`config.mk`:
```
export PLATFORM = sky130hd
export DESIGN_NAME = demultiplexeur_tdm_1bitx4
export DESIGN_NICKNAME = d
export VERILOG_FILES = /design/src/rtl/demultiplexeur_tdm_1bitx4_pkg.sv /design/src/rtl/demultiplexeur_tdm_1bitx4_compteur_slot.sv /design/src/rtl/demultiplexeur_tdm_1bitx4.sv
export SDC_FILE = /design/constraint.sdc
export NUM_CORES = 1
export LEC_CHECK = 0
export ABC_AREA = 1
export BUFFER_PORTS_ARGS = -buffer_cell sky130_fd_sc_hd__buf_2
export CORE_MARGIN = 2
export CORE_UTILIZATION = 44
export CTS_CLUSTER_DIAMETER = 150
export DETAILED_ROUTE_END_ITERATION = 8
export HOLD_SLACK_MARGIN = 0.08
export PLACE_DENSITY = 0.78
export SYNTH_ARGS = -nofsm -noshare
export SYNTH_HDL_FRONTEND = slang
export SYNTH_HIERARCHICAL = 1
export SYNTH_SLANG_ARGS = --single-unit
```
`constraint.sdc`:
```
create_clock -name clk -period 1.3 [get_ports clk]
set_input_delay 0.065 -clock clk [delete_from_list [all_inputs] [get_ports clk]]
set_output_delay 0.065 -clock clk [all_outputs]
set_load 0.005 [all_outputs]
```
`src/rtl/demultiplexeur_tdm_1bitx4_pkg.sv`:
```
// Shared definitions for the 1-bit x4 TDM link (mux and demux ends).
// Holds the default frame geometry, so both ends agree on the frame
// size, and the alignment state encoding of the receive side.
package demultiplexeur_tdm_1bitx4_pkg;

  // Default number of time slots per frame and matching slot-index width.
  localparam int NB_CH_DEF = 4;
  localparam int SEL_W_DEF = 2;

  // Receive-side alignment state: hunting for a marker, or aligned.
  typedef enum logic {
    HUNT   = 1'b0,
    LOCKED = 1'b1
  } align_state_e;

endpackage

```
`src/rtl/demultiplexeur_tdm_1bitx4_compteur_slot.sv`:
```
// Slot counter shared by both ends of the TDM link.
// A SEL_W-bit counter that wraps modulo NB_CH, with an increment enable
// and a synchronous load-to-1. The load-to-1 is used when a frame marker
// has just been consumed as slot 0.
// Ports:
//   clk      : rising-edge clock
//   rst_n    : synchronous active-low reset (count returns to 0)
//   inc      : advance the count by one, wrapping at NB_CH
//   load_one : force the count to 1 (has priority over inc)
//   count    : current slot index
//   terminal : high when count == NB_CH-1
module demultiplexeur_tdm_1bitx4_compteur_slot
  import demultiplexeur_tdm_1bitx4_pkg::*;
#(
  parameter int NB_CH = NB_CH_DEF,
  parameter int SEL_W = SEL_W_DEF
) (
  input  logic             clk,
  input  logic             rst_n,
  input  logic             inc,
  input  logic             load_one,
  output logic [SEL_W-1:0] count,
  output logic             terminal
);

  logic [SEL_W-1:0] count_q;
  logic [SEL_W-1:0] count_d;

  // Next count: load-to-1 wins over increment; otherwise hold.
  always_comb begin
    count_d = count_q;
    if (load_one) begin
      count_d = SEL_W'(1);
    end else if (inc) begin
      // NB_CH is a power of two, so natural overflow gives the wrap.
      count_d = count_q + SEL_W'(1);
    end else begin
      count_d = count_q;
    end
  end

  // Count register with synchronous reset.
  always_ff @(posedge clk) begin
    if (!rst_n) begin
      count_q <= {SEL_W{1'b0}};
    end else begin
      count_q <= count_d;
    end
  end

  assign count    = count_q;
  assign terminal = (count_q == SEL_W'(NB_CH - 1));

endmodule

```
`src/rtl/demultiplexeur_tdm_1bitx4.sv`:
```
// Receive side of a 4:1 one-bit TDM link.
// Rebuilds the parallel channels from the serial stream of a mux whose
// select rotates 0..NB_CH-1. Aligns on a frame-start marker, captures
// each slot into a shadow register and publishes a complete frame on
// dout together with a one-cycle frame_valid pulse.
// Ports:
//   clk         : rising-edge clock
//   rst_n       : synchronous active-low reset
//   en          : sample strobe, one slot consumed per en=1 cycle
//   sync        : frame-start marker, qualified by en (din is slot 0)
//   din         : serial data
//   slot        : slot the next qualified sample will be written to
//   locked      : frame alignment held
//   dout        : last complete frame, bit k = slot k
//   frame_valid : one-cycle pulse when dout is updated
//   sync_err    : one-cycle pulse when a marker arrives mid-frame
module demultiplexeur_tdm_1bitx4
  import demultiplexeur_tdm_1bitx4_pkg::*;
#(
  parameter int NB_CH = NB_CH_DEF,
  parameter int SEL_W = SEL_W_DEF
) (
  input  logic             clk,
  input  logic             rst_n,
  input  logic             en,
  input  logic             sync,
  input  logic             din,
  output logic [SEL_W-1:0] slot,
  output logic             locked,
  output logic [NB_CH-1:0] dout,
  output logic             frame_valid,
  output logic             sync_err
);

  align_state_e     state_q, state_d;
  logic [NB_CH-1:0] shadow_q, shadow_d;
  logic [NB_CH-1:0] dout_q, dout_d;
  logic             frame_valid_q, frame_valid_d;
  logic             sync_err_q, sync_err_d;

  logic             cnt_inc_s;
  logic             cnt_load_s;
  logic [SEL_W-1:0] slot_s;
  logic             terminal_s;

  demultiplexeur_tdm_1bitx4_compteur_slot #(
    .NB_CH (NB_CH),
    .SEL_W (SEL_W)
  ) u_compteur_slot (
    .clk      (clk),
    .rst_n    (rst_n),
    .inc      (cnt_inc_s),
    .load_one (cnt_load_s),
    .count    (slot_s),
    .terminal (terminal_s)
  );

  // Alignment FSM next-state, slot capture and frame publication.
  always_comb begin
    state_d       = state_q;
    shadow_d      = shadow_q;
    dout_d        = dout_q;
    frame_valid_d = 1'b0;
    sync_err_d    = 1'b0;
    cnt_inc_s     = 1'b0;
    cnt_load_s    = 1'b0;
    if (en) begin
      case (state_q)
        HUNT: begin
          if (sync) begin
            shadow_d[0] = din;
            cnt_load_s  = 1'b1;
            state_d     = LOCKED;
          end else begin
            // Unaligned samples are dropped.
            state_d = HUNT;
          end
        end
        LOCKED: begin
          if (sync && (slot_s != {SEL_W{1'b0}})) begin
            // Marker mid-frame: drop the partial frame and re-align on
            // this sample as slot 0 without going back to hunting.
            sync_err_d  = 1'b1;
            shadow_d[0] = din;
            cnt_load_s  = 1'b1;
          end else begin
            shadow_d[slot_s] = din;
            cnt_inc_s        = 1'b1;
            if (terminal_s) begin
              // Last slot goes straight to dout on the same edge.
              dout_d        = {din, shadow_q[NB_CH-2:0]};
              frame_valid_d = 1'b1;
            end else begin
              dout_d = dout_q;
            end
          end
        end
        default: begin
          state_d = HUNT;
        end
      endcase
    end else begin
      // No strobe: everything holds, pulses drop.
      state_d = state_q;
    end
  end

  // State, shadow and output registers with synchronous reset.
  always_ff @(posedge clk) begin
    if (!rst_n) begin
      state_q       <= HUNT;
      shadow_q      <= {NB_CH{1'b0}};
      dout_q        <= {NB_CH{1'b0}};
      frame_valid_q <= 1'b0;
      sync_err_q    <= 1'b0;
    end else begin
      state_q       <= state_d;
      shadow_q      <= shadow_d;
      dout_q        <= dout_d;
      frame_valid_q <= frame_valid_d;
      sync_err_q    <= sync_err_d;
    end
  end

  assign slot        = slot_s;
  assign locked      = (state_q == LOCKED);
  assign dout        = dout_q;
  assign frame_valid = frame_valid_q;
  assign sync_err    = sync_err_q;

endmodule

```
==> impl_metrics.toml <==
[outcome]
status = "finished, final reports clean"

[job]
max_cap_viol_count = 0

[clock_tree]
clockBufferDepth = 2
cts.sinks = 12
cts_tree = "yes"
post-cts-setup-buffers = 0
cts-htree-levels = 1
path_clk_slew_ns = 0.08
clk_latency_ns = 0.26
root_buffer = "clkbuf_4"
cts_inserted_buffers = 3

[route]
drtIter0Drc = 14
via_per_inst = 4.47
post-route-drc-count = 0
routed_wl_mm = 1.07
via_count = 550
wl_per_cell_um = 8.66
first_pass_iters = 4
final_antenna_net_count = 0

[logic_synthesis]
synthArstFlopShare_pct = 0
ys_types = 14
synth_cells = 91
synth_ff_type = "dfxtp_1"
synth.largest_area_cell = "dfxtp_1"
ys_seq_area_share_pct = 41.1
synthTopCellsByArea = "dfxtp_1 (41%), inv_1 (15%), nand2_1 (14%)"
synth_nets = 97
netlist_area_um2 = 584
synth_most_common_cell = "inv_1"
ys_seq_elements = 12
avgSynthCellArea_um2 = 6.42
yosys-top-cells-count = "inv_1 (23), nand2_1 (22), nor2_1 (15)"
synth-edff-count = 0
yosys_warnings = 6
synth_top_area_share_pct = 41.1

[layout]
final-seq-area_um2 = 243
area_delta_synth_final_pct = 22.5
fill_cells = 129
drive_gt1_share_pct = 22.2
fin_area_um2 = 716
num-nets-final = 115
multi_input_comb_area_um2 = 245
antennaDiodeCount = 0

[sta]
report.final.slew_viol_count = 0
fin_ws_ns = 0.180
worstMarginPinSlew_ns = 0.180
setup_viol = 0
finalSetupTns_ns = 0
fmax_ghz = 0.893
finalClockSkew_ns = 0.00126
slew_headroom_pct = 88.0
hold_viol_final = 0
rsz0062_at_grt = "false"
period_minus_slack_ns = 1.12
period_share_pct = 86.1

[die]
num_rows = 13
initial_core_util_pct = 46.1
io_pins = 14
core_mm2 = 0.00127
die_h_um = 40.4
die_x_um = 40.4
die-area_mm2 = 0.00164

[worst_hold_path]
min_path_type = "in2reg"

[global_route]
antenna_found_initial = 0
grt_pass1_wl_mm = 1.87
grt_overflow = 0
grt_max_degree = 11
grt_usage_pct = 17.0
grt_pass1_vias = 482

[placed_design]
post_dp_cell_area_um2 = 664
io_buffers = 13
hpwlAfterDp_um = 768
place_worst_setup_slack_ns = 0.0930
finalWeightedCongestion = 0.795

[critical_path]
path_class = "reg2reg"
start_kind = "register"
cp-end-kind = "register"
crit_arrival_ns = 1.33
cp_max_fo = 10
required_ns = 1.51

[pwr]
power.total_uw = 764
p_leak_uw = 0.000388
peakVddDrop_v = 0.000591
power.density_mw_per_mm2 = 1070
sequential cells by signal, indices dropped and copies added, names as in the netlist:
name / count
locked: 1
dout: 4
u_compteur_slot/count: 2
shadow_q: 3
frame_valid: 1
sync_err: 1
report_power, final:
group / leakage [uW] / internal, uW / switching (uW)
Combinational: 0.000269 / 31.8 / 48.0
Sequential: 0.0000982 / 377 / 10.1
Clock: 0.0000210 / 170 / 127
cells in the final DEF (no fill, tap or decap):
| master | count |
|---|---|
| nand3_2 | 1 |
| nand2_1 | 22 |
| a21oi_1 | 3 |
| dlygate4sd3_1 | 1 |
| nor3_1 | 1 |
| dfxtp_1 | 10 |
| inv_1 | 23 |
| nand3_1 | 3 |
| nand4_1 | 6 |
| dfxtp_2 | 2 |
| inv_2 | 1 |
| o21ai_2 | 1 |
| ha_2 | 1 |
| clkbuf_4 | 3 |
| nor2_1 | 15 |
| buf_2 | 13 |
| clkbuf_8 | 1 |
| buf_4 | 1 |
logic make-up (layout without fill, tap and decap cells):
family | after synthesis | in the layout | share of synthesized area [%]
AO/OA/AOI/OAI | 4 | 4 | 4.07
adder cells (fa/ha/maj) | 1 | 1 | 2.14
buffers and inverters | 26 | 43 | 17.3
flip-flops | 12 | 12 | 41.1
AND/OR/NAND/NOR | 48 | 48 | 35.3
routing by layer:
| metal | global-route usage (%) | vias to the layer above | part of all wire, % |
|---|---|---|---|
| met1 | 22.8 | 231 | 51 |
| met4 | 7.50 | 0 | 1.2 |
| met2 | 25.8 | 13 | 43 |
| li1 | - | 304 | - |
| met5 | 0 | - | 0 |
| met3 | 3.33 | 2 | 4.5 |
repair_timing:
item,in CTS,in global routing
hold endpoints to repair,1,0
hold buffers,1,0
endpoints found under the setup margin,0,5
gates resized for setup,0,3
through the flow:
step,cells,hold slack [ns],utilization [%]
after floorplan,91,0.163,-
after global placement,118,0.312,52.4
after detailed placement,118,0.321,52.4
after CTS,123,0.106,56.0
after global routing,123,0.112,56.4
final,123,0.101,56.4
worst paths after layout:
kind	from	depth (start not counted)	end	slack (ns)
max	u_compteur_slot/count[0]$_SDFFE_PN0P_	6	dout[1]$_SDFFE_PN0P_	0.18
min	rst_n	3	u_compteur_slot/count[0]$_SDFFE_PN0P_	0.10
max reg2reg	u_compteur_slot/count[0]$_SDFFE_PN0P_	6	dout[1]$_SDFFE_PN0P_	0.18
min reg2reg	dout[3]$_SDFFE_PN0P_	4	dout[3]$_SDFFE_PN0P_	0.51
cell type report:
| type | count | area share (%) |
|---|---|---|
| multi-input cells | 53 | 34.3 |
| well taps | 15 | 2.62 |
| clock buffers | 4 | 5.07 |
| repair buffers | 15 | 11.5 |
| inverters | 24 | 12.6 |
| flip-flops and latches | 12 | 33.9 |
worst max-delay path, stage by stage (launching register included):
cell	delay (ns)
dfxtp_2	0.37
o21ai_2	0.16
buf_4	0.18
nand3_2	0.13
nand2_1	0.10
inv_1	0.04
nor2_1	0.08
Power figures use the tool's default switching activity.
